File: src/rtl/frame_stream_sequencer.sv
// frame_stream_sequencer: schedules the generator's meta-data and frame-data
// streams onto one outbound AXI-Stream. Each frame is MD_BEATS meta-data beats
// followed by FRAME_SIZE/(DW/8) frame-data beats. The data path is a
// zero-latency mux; only the sequencing state and accounting are registered.
module frame_stream_sequencer #(
  parameter int unsigned DW       = 512,
  parameter int unsigned MD_BEATS = 2
) (
  input  logic          clk,
  input  logic          resetn,
  input  logic [31:0]   FRAME_SIZE,
  input  logic [DW-1:0] AXIS_MD_TDATA,
  input  logic          AXIS_MD_TVALID,
  output logic          AXIS_MD_TREADY,
  input  logic [DW-1:0] AXIS_FD_TDATA,
  input  logic          AXIS_FD_TVALID,
  output logic          AXIS_FD_TREADY,
  output logic [DW-1:0] AXIS_OUT_TDATA,
  output logic          AXIS_OUT_TVALID,
  output logic          AXIS_OUT_TUSER,
  output logic          AXIS_OUT_TLAST,
  input  logic          AXIS_OUT_TREADY,
  output logic [31:0]   FRAMES_DONE,
  output logic          SIZE_ERR
);

  localparam int unsigned BPB = DW / 8;
  localparam int unsigned LB  = $clog2(BPB);

  typedef enum logic {
    S_MD = 1'b0,
    S_FD = 1'b1
  } state_t;

  state_t      r_state,  w_state_nxt;
  logic [7:0]  r_md_cnt, w_md_cnt_nxt;
  logic [31:0] r_fd_cnt, w_fd_cnt_nxt;
  logic [31:0] r_beats,  w_beats_nxt;
  logic [31:0] r_frames, w_frames_nxt;
  logic        r_size_err, w_size_err_nxt;

  logic [31:0] w_words;
  logic        w_size_bad;
  logic        w_md_hs;
  logic        w_fd_hs;

  // Frame length in beats and its legality, taken from the live FRAME_SIZE
  assign w_words    = FRAME_SIZE >> LB;
  assign w_size_bad = (FRAME_SIZE[LB-1:0] != '0) || (w_words == 32'd0);

  // Transfers only count on the selected source and outside reset
  assign w_md_hs = resetn && (r_state == S_MD) && AXIS_MD_TVALID && AXIS_OUT_TREADY;
  assign w_fd_hs = resetn && (r_state == S_FD) && AXIS_FD_TVALID && AXIS_OUT_TREADY;

  assign FRAMES_DONE = r_frames;
  assign SIZE_ERR    = r_size_err;

  // Sequencing state and accounting registers
  always_ff @(posedge clk) begin
    if (!resetn) begin
      r_state    <= S_MD;
      r_md_cnt   <= 8'd1;
      r_fd_cnt   <= 32'd1;
      r_beats    <= 32'd1;
      r_frames   <= 32'd0;
      r_size_err <= 1'b0;
    end else begin
      r_state    <= w_state_nxt;
      r_md_cnt   <= w_md_cnt_nxt;
      r_fd_cnt   <= w_fd_cnt_nxt;
      r_beats    <= w_beats_nxt;
      r_frames   <= w_frames_nxt;
      r_size_err <= w_size_err_nxt;
    end
  end

  // Output mux, handshake steering and next-state logic
  always_comb begin
    w_state_nxt     = r_state;
    w_md_cnt_nxt    = r_md_cnt;
    w_fd_cnt_nxt    = r_fd_cnt;
    w_beats_nxt     = r_beats;
    w_frames_nxt    = r_frames;
    w_size_err_nxt  = r_size_err;
    AXIS_OUT_TDATA  = AXIS_MD_TDATA;
    AXIS_OUT_TVALID = 1'b0;
    AXIS_OUT_TUSER  = 1'b1;
    AXIS_OUT_TLAST  = 1'b0;
    AXIS_MD_TREADY  = 1'b0;
    AXIS_FD_TREADY  = 1'b0;

    case (r_state)
      S_MD: begin
        AXIS_OUT_TDATA  = AXIS_MD_TDATA;
        AXIS_OUT_TVALID = AXIS_MD_TVALID && resetn;
        AXIS_MD_TREADY  = AXIS_OUT_TREADY && resetn;
        AXIS_OUT_TUSER  = 1'b1;
        if (w_md_hs) begin
          // Frame length is frozen on the first meta-data beat of the frame
          if (r_md_cnt == 8'd1) begin
            w_beats_nxt = (w_words == 32'd0) ? 32'd1 : w_words;
            if (w_size_bad) begin
              w_size_err_nxt = 1'b1;
            end
          end
          if (r_md_cnt == 8'(MD_BEATS)) begin
            w_md_cnt_nxt = 8'd1;
            w_fd_cnt_nxt = 32'd1;
            w_state_nxt  = S_FD;
          end else begin
            w_md_cnt_nxt = r_md_cnt + 8'd1;
          end
        end
      end
      S_FD: begin
        AXIS_OUT_TDATA  = AXIS_FD_TDATA;
        AXIS_OUT_TVALID = AXIS_FD_TVALID && resetn;
        AXIS_FD_TREADY  = AXIS_OUT_TREADY && resetn;
        AXIS_OUT_TUSER  = 1'b0;
        AXIS_OUT_TLAST  = (r_fd_cnt == r_beats);
        if (w_fd_hs) begin
          if (r_fd_cnt == r_beats) begin
            w_state_nxt  = S_MD;
            w_frames_nxt = r_frames + 32'd1;
          end else begin
            w_fd_cnt_nxt = r_fd_cnt + 32'd1;
          end
        end
      end
      default: begin
        w_state_nxt = S_MD;
      end
    endcase
  end

endmodule

File: config.mk
export PLATFORM = sky130hd
export DESIGN_NAME = frame_stream_sequencer
export DESIGN_NICKNAME = d
export VERILOG_FILES = /design/src/rtl/frame_stream_sequencer.sv
export SDC_FILE = /design/constraint.sdc
export NUM_CORES = 1
export LEC_CHECK = 0
export BUFFER_PORTS_ARGS = -buffer_cell sky130_fd_sc_hd__buf_2
export CORE_AREA = 10 10 622 624
export CTS_CLUSTER_SIZE = 12
export DETAILED_ROUTE_END_ITERATION = 7
export DIE_AREA = 0 0 632 634
export PLACE_DENSITY_LB_ADDON = 0.15
export SLEW_MARGIN = 20
export SYNTH_ARGS = -nofsm -noshare
export SYNTH_HDL_FRONTEND = slang
export SYNTH_SLANG_ARGS = --single-unit
export TNS_END_PERCENT = 20
File: constraint.sdc
create_clock -name clk -period 2.1 [get_ports clk]
set_input_delay 0.105 -clock clk [delete_from_list [all_inputs] [get_ports clk]]
set_output_delay 0.105 -clock clk [all_outputs]
set_load 0.01 [all_outputs]
==> results.md <==
• **adder-cell share of the synthesized area** 0.005666
• **Cell Chain, Critical Path** nor4_2, buf_4, nand4_1, buf_4, or4_4, o21ai_4, buf_12, nand2_8, buf_6, a221oi_2
• **Synth Net Count** 2263
• **number of sinks handled by clock tree synthesis** 100
• **largest net degree at the start of global routing** 70
• **portion of the post-synthesis area used by sequential elements** 0.1813
• **routed vias** 20100
• **RSZ-0062 raised after global routing** yes
• **sum of net half-perimeters after detailed placement** 291100 µm
• **proportion of register bits with asynchronous set or reset after synthesis** 0
• **Clock Skews** 0.01693 ns
• **TritonCTS clock tree** done
• **number of enable flip-flop cells after synthesis** 0
• **first-pass GRT wire length** 348500 µm
• **Post-layout nets** 4015
• **number of buffers added by the clock tree synthesis step** 9
• **row cnt** 225
• **class of the most critical hold timing path** in -> reg
• **clock slew at the register clock pins of the worst setup and hold paths** 0.08 ns
• **power density normalized to cell area** 288.4 nW/µm²
• **internal portion of total power** 4863 µW
• **die boundary width** 632 µm
• **switching power of the nets** 4010 µW
• **most common library cell in the layout ignoring fill and taps** buf_2
• **share of the clock period used by the worst path** 1.159
• **Final Critical Period** 2.435 ns
• **post-synthesis cell type count** 60
• **most frequently used flop master after synthesis** dfxtp_1
• **endpoint kind of the worst setup timing path** flip-flop
• **critical path type** reg -> reg
• **Max transition margin** 0.6459
• **non-filler cells in the finished layout** 8054
• **share of final-layout standard cells stronger than drive strength 1** 0.8280
• **total of endpoints with negative setup slack in the final report** 238
• **Crit path top cell by count** buf_4
• **vias in the first global route** 19150
• **Cell Area, Placed** 26400 µm²
• **sequential cell area in the final layout** 2018 µm²
• **area fraction of the dominant cell type after synthesis** 0.5232
• **family with the most delay on the worst path** simple AND/OR/NAND/NOR gates
• **Root Buffer** clkbuf_16
• **Worst Hold Path EP** r_beats[11]
• **dominant cell type by area after synthesis** mux2_2
• **Post-Layout Inst Area** 30760 µm²
• **switching part of the total power** 0.4519
• **deepest level of the CTS H-tree** 3
• **final wirelength** 311000 µm
• **mean post-synth cell area** 9.224 µm²
• **effective utilization at floorplan** 0.02949
• **Critical Path RT** 2.40 ns
• **average via count per standard cell** 2.496
• **final hold violation count** 0
• **signal arrival time at the worst endpoint** 2.73 ns
• **highest fanout seen on the critical path** 4
• **area used by multi-input combinational logic** 9718 µm²
• **run status** complete, but fails checks
• **final weighted congestion in routability-driven placement** 1.044
• **clk buf depth** 2
• **IO Port Bufs** 1610
• **compound-gate portion of the synthesized area** 0.08386
• **starting DRC count in detailed routing** 1385
• **depth of the worst register-to-register path** 10
• **leading cell types in the layout, fill and taps excluded** 1406 x buf_2, 367 x mux2_2, 202 x buf_6, 147 x mux2_4, 135 x buf_4
• **Synth Cell Area** 11040 µm²
• **Routed wire per std cell** 38.61 µm
• **WP buf/inv** 4
• **dominant combinational cell family by area after synthesis** multiplexers
• **sum of negative setup slack** -20.87 ns
• **cell leakage power** 0.01249 µW
• **first-pass iteration count of the detailed router** 5
• **slowest cell delay on critical path** 0.45 ns
• **share of the core filled with cells in the final layout** 0.08216
• **flops & latches, synth** 100
• **startpoint type of the worst setup path** flip-flop
• **internal reg-to-reg setup slack** -0.33 ns
• **Core Area** 374400 µm²
• **number of antenna violations at the first check in global routing** 345
• **logic gate share of total power** 0.569
• **simple-gate share of the synthesized area** 0.1364
• **slew at the pin closest to its max-slew limit** 0.5299 ns
• **launch point of the worst hold path** FRAME_SIZE[17]
• **DIE AREA** 400700 µm²
• **DRC viols** 0
• **Boundary Pins** 1611
• **violations in the final reports** setup timing
• **Slowest-stage cell, CP** or4_4
• **timing-limited maximum frequency** 410.7 MHz
• **residual overflow from global routing** 0
• **share of total power in the clock network** 0.214
• **antenna violation net count after detailed routing** 0
• **launch point of the worst reg-to-reg path** r_fd_cnt[31]
• **Area contributors post-synth** mux2_2 52%, dfxtp_1 18%, nand2_1 3.7%
• **xor/xnor share of the synthesized area** 0.02697
• **count of max-cap constraint violations** 0
• **global-route total usage across every layer** 0.1450
• **sequential cell fraction of total power** 0.217
• **total of warnings raised by yosys** 0
• **Synth-to-Final Area Change** 178.6%
• **maximum resistive drop on vdd** 0.3233 mV
• **min setup slack post-route** -0.3346 ns
• **number of standard cells after synthesis** 1197
• **clock latency reported for the late side of the worst-skew pair** 0.39 ns
• **filler cell count in the final layout** 44290
• **Hold Path Depth** 3
• **capture point of the worst reg-to-reg path** r_fd_cnt[13]
• **Die Y-Extent** 634 µm
• **max-slew violation total from the final report** 0
• **fraction of synthesized area in multiplexers** 0.5297
• **cell count after placement** 7863
-- power groups by stage --
stage | Combinational (µW) | Sequential (µW) | Clock (µW)
2_1_floorplan | 990 | 1970 | 0
3_3_place_gp | 4560 | 1980 | 0
3_5_place_dp | 4550 | 1980 | 0
4_1_cts | 4930 | 1930 | 2010
5_1_grt | 5220 | 1930 | 2060
6_report | 5050 | 1930 | 1900
-- kinds of logic (layout without fill, tap and decap cells) --
group	after synthesis	after routing
adder cells (fa/ha/maj)	5	5
XOR/XNOR	34	34
AO/OA/AOI/OAI	145	145
multiplexers	520	520
AND/OR/NAND/NOR	291	291
buffers and inverters	102	1859
flip-flops	100	100
other	0	106
-- worst min-delay path, stage by stage --
cell and delay [ns]:
buf_2 0.11, nand2_1 0.08, a21oi_1 0.07
-- registers in the layout (all words and copies together) (netlist names) --
name / count
r_state: 1
FRAMES_DONE: 32
r_beats: 26
r_md_cnt: 8
r_fd_cnt: 32
SIZE_ERR: 1
-- synthesized netlist by cell type (all sizes together) (3+ instances only) --
master / count
or3: 17
a31oi: 9
xnor2: 16
inv: 12
nand4: 27
o311ai: 3
clkbuf: 71
nor3: 10
nand2: 111
nor2: 30
o211ai: 3
o21ai: 19
mux2i: 6
nor4: 24
nand2b: 9
buf: 19
a211oi: 3
ha: 5
o31a: 5
o31ai: 14
dfxtp: 100
or4: 12
nand3: 27
xor2: 18
a31o: 3
and3: 15
a21oi: 61
and2: 5
o21a: 6
mux2: 514
-- worst max path at each step --
stage / startpoint / end / slack, ns / cells after the start
2_1_floorplan: r_fd_cnt[28] / r_fd_cnt[8] / -0.003 / 7
4_1_cts: r_fd_cnt[31] / AXIS_OUT_TLAST / -0.41 / 8
3_3_place_gp: r_fd_cnt[28] / FRAMES_DONE[22] / -0.60 / 10
6_report: r_fd_cnt[31] / r_fd_cnt[13] / -0.33 / 10
5_1_grt: r_fd_cnt[31] / AXIS_OUT_TLAST / -0.43 / 8
3_5_place_dp: r_fd_cnt[28] / FRAMES_DONE[28] / -0.52 / 10
-- final cells by class --
cell class | count | share of cell area
Tap cell | 4994 | 0.2031
Antenna cell | 106 | 0.008623
Sequential cell | 100 | 0.06561
Inverter | 12 | 0.001464
Clock buffer | 10 | 0.007769
Timing Repair Buffer | 1831 | 0.3952
Multi-Input combinational cell | 995 | 0.3159
Clock inverter | 6 | 0.002318
-- stage by stage --
stage | total power, µW | setup slack, ns | hold slack (ns)
floorplan | 2964 | -0.003145 | 0.2455
global placement | 6536 | -0.5977 | 0.3892
detailed placement | 6524 | -0.5161 | 0.3945
CTS | 8873 | -0.4093 | 0.004277
global route | 9209 | -0.4326 | 0.01027
finish | 8873 | -0.3346 | 0.02755
-- per-layer routing --
metal / share of wire / track usage
met3: 0.18 / 0.1233
met1: 0.35 / 0.1477
met5: 0.0054 / 0
met4: 0.015 / 0.008862
met2: 0.45 / 0.2377
-- timing repair --
| item | 4_1_cts | 5_1_grt |
|---|---|---|
| endpoints found under the setup margin | 513 | 542 |
| pin swaps | 54 | 17 |
| hold endpoints to repair | 7 | 0 |
| gates cloned | 19 | 6 |
| resized for setup | 477 | 240 |
| hold buffers | 7 | 0 |
| setup buffers | 28 | 15 |
Note: power is estimated with default switching activity, not from simulation.
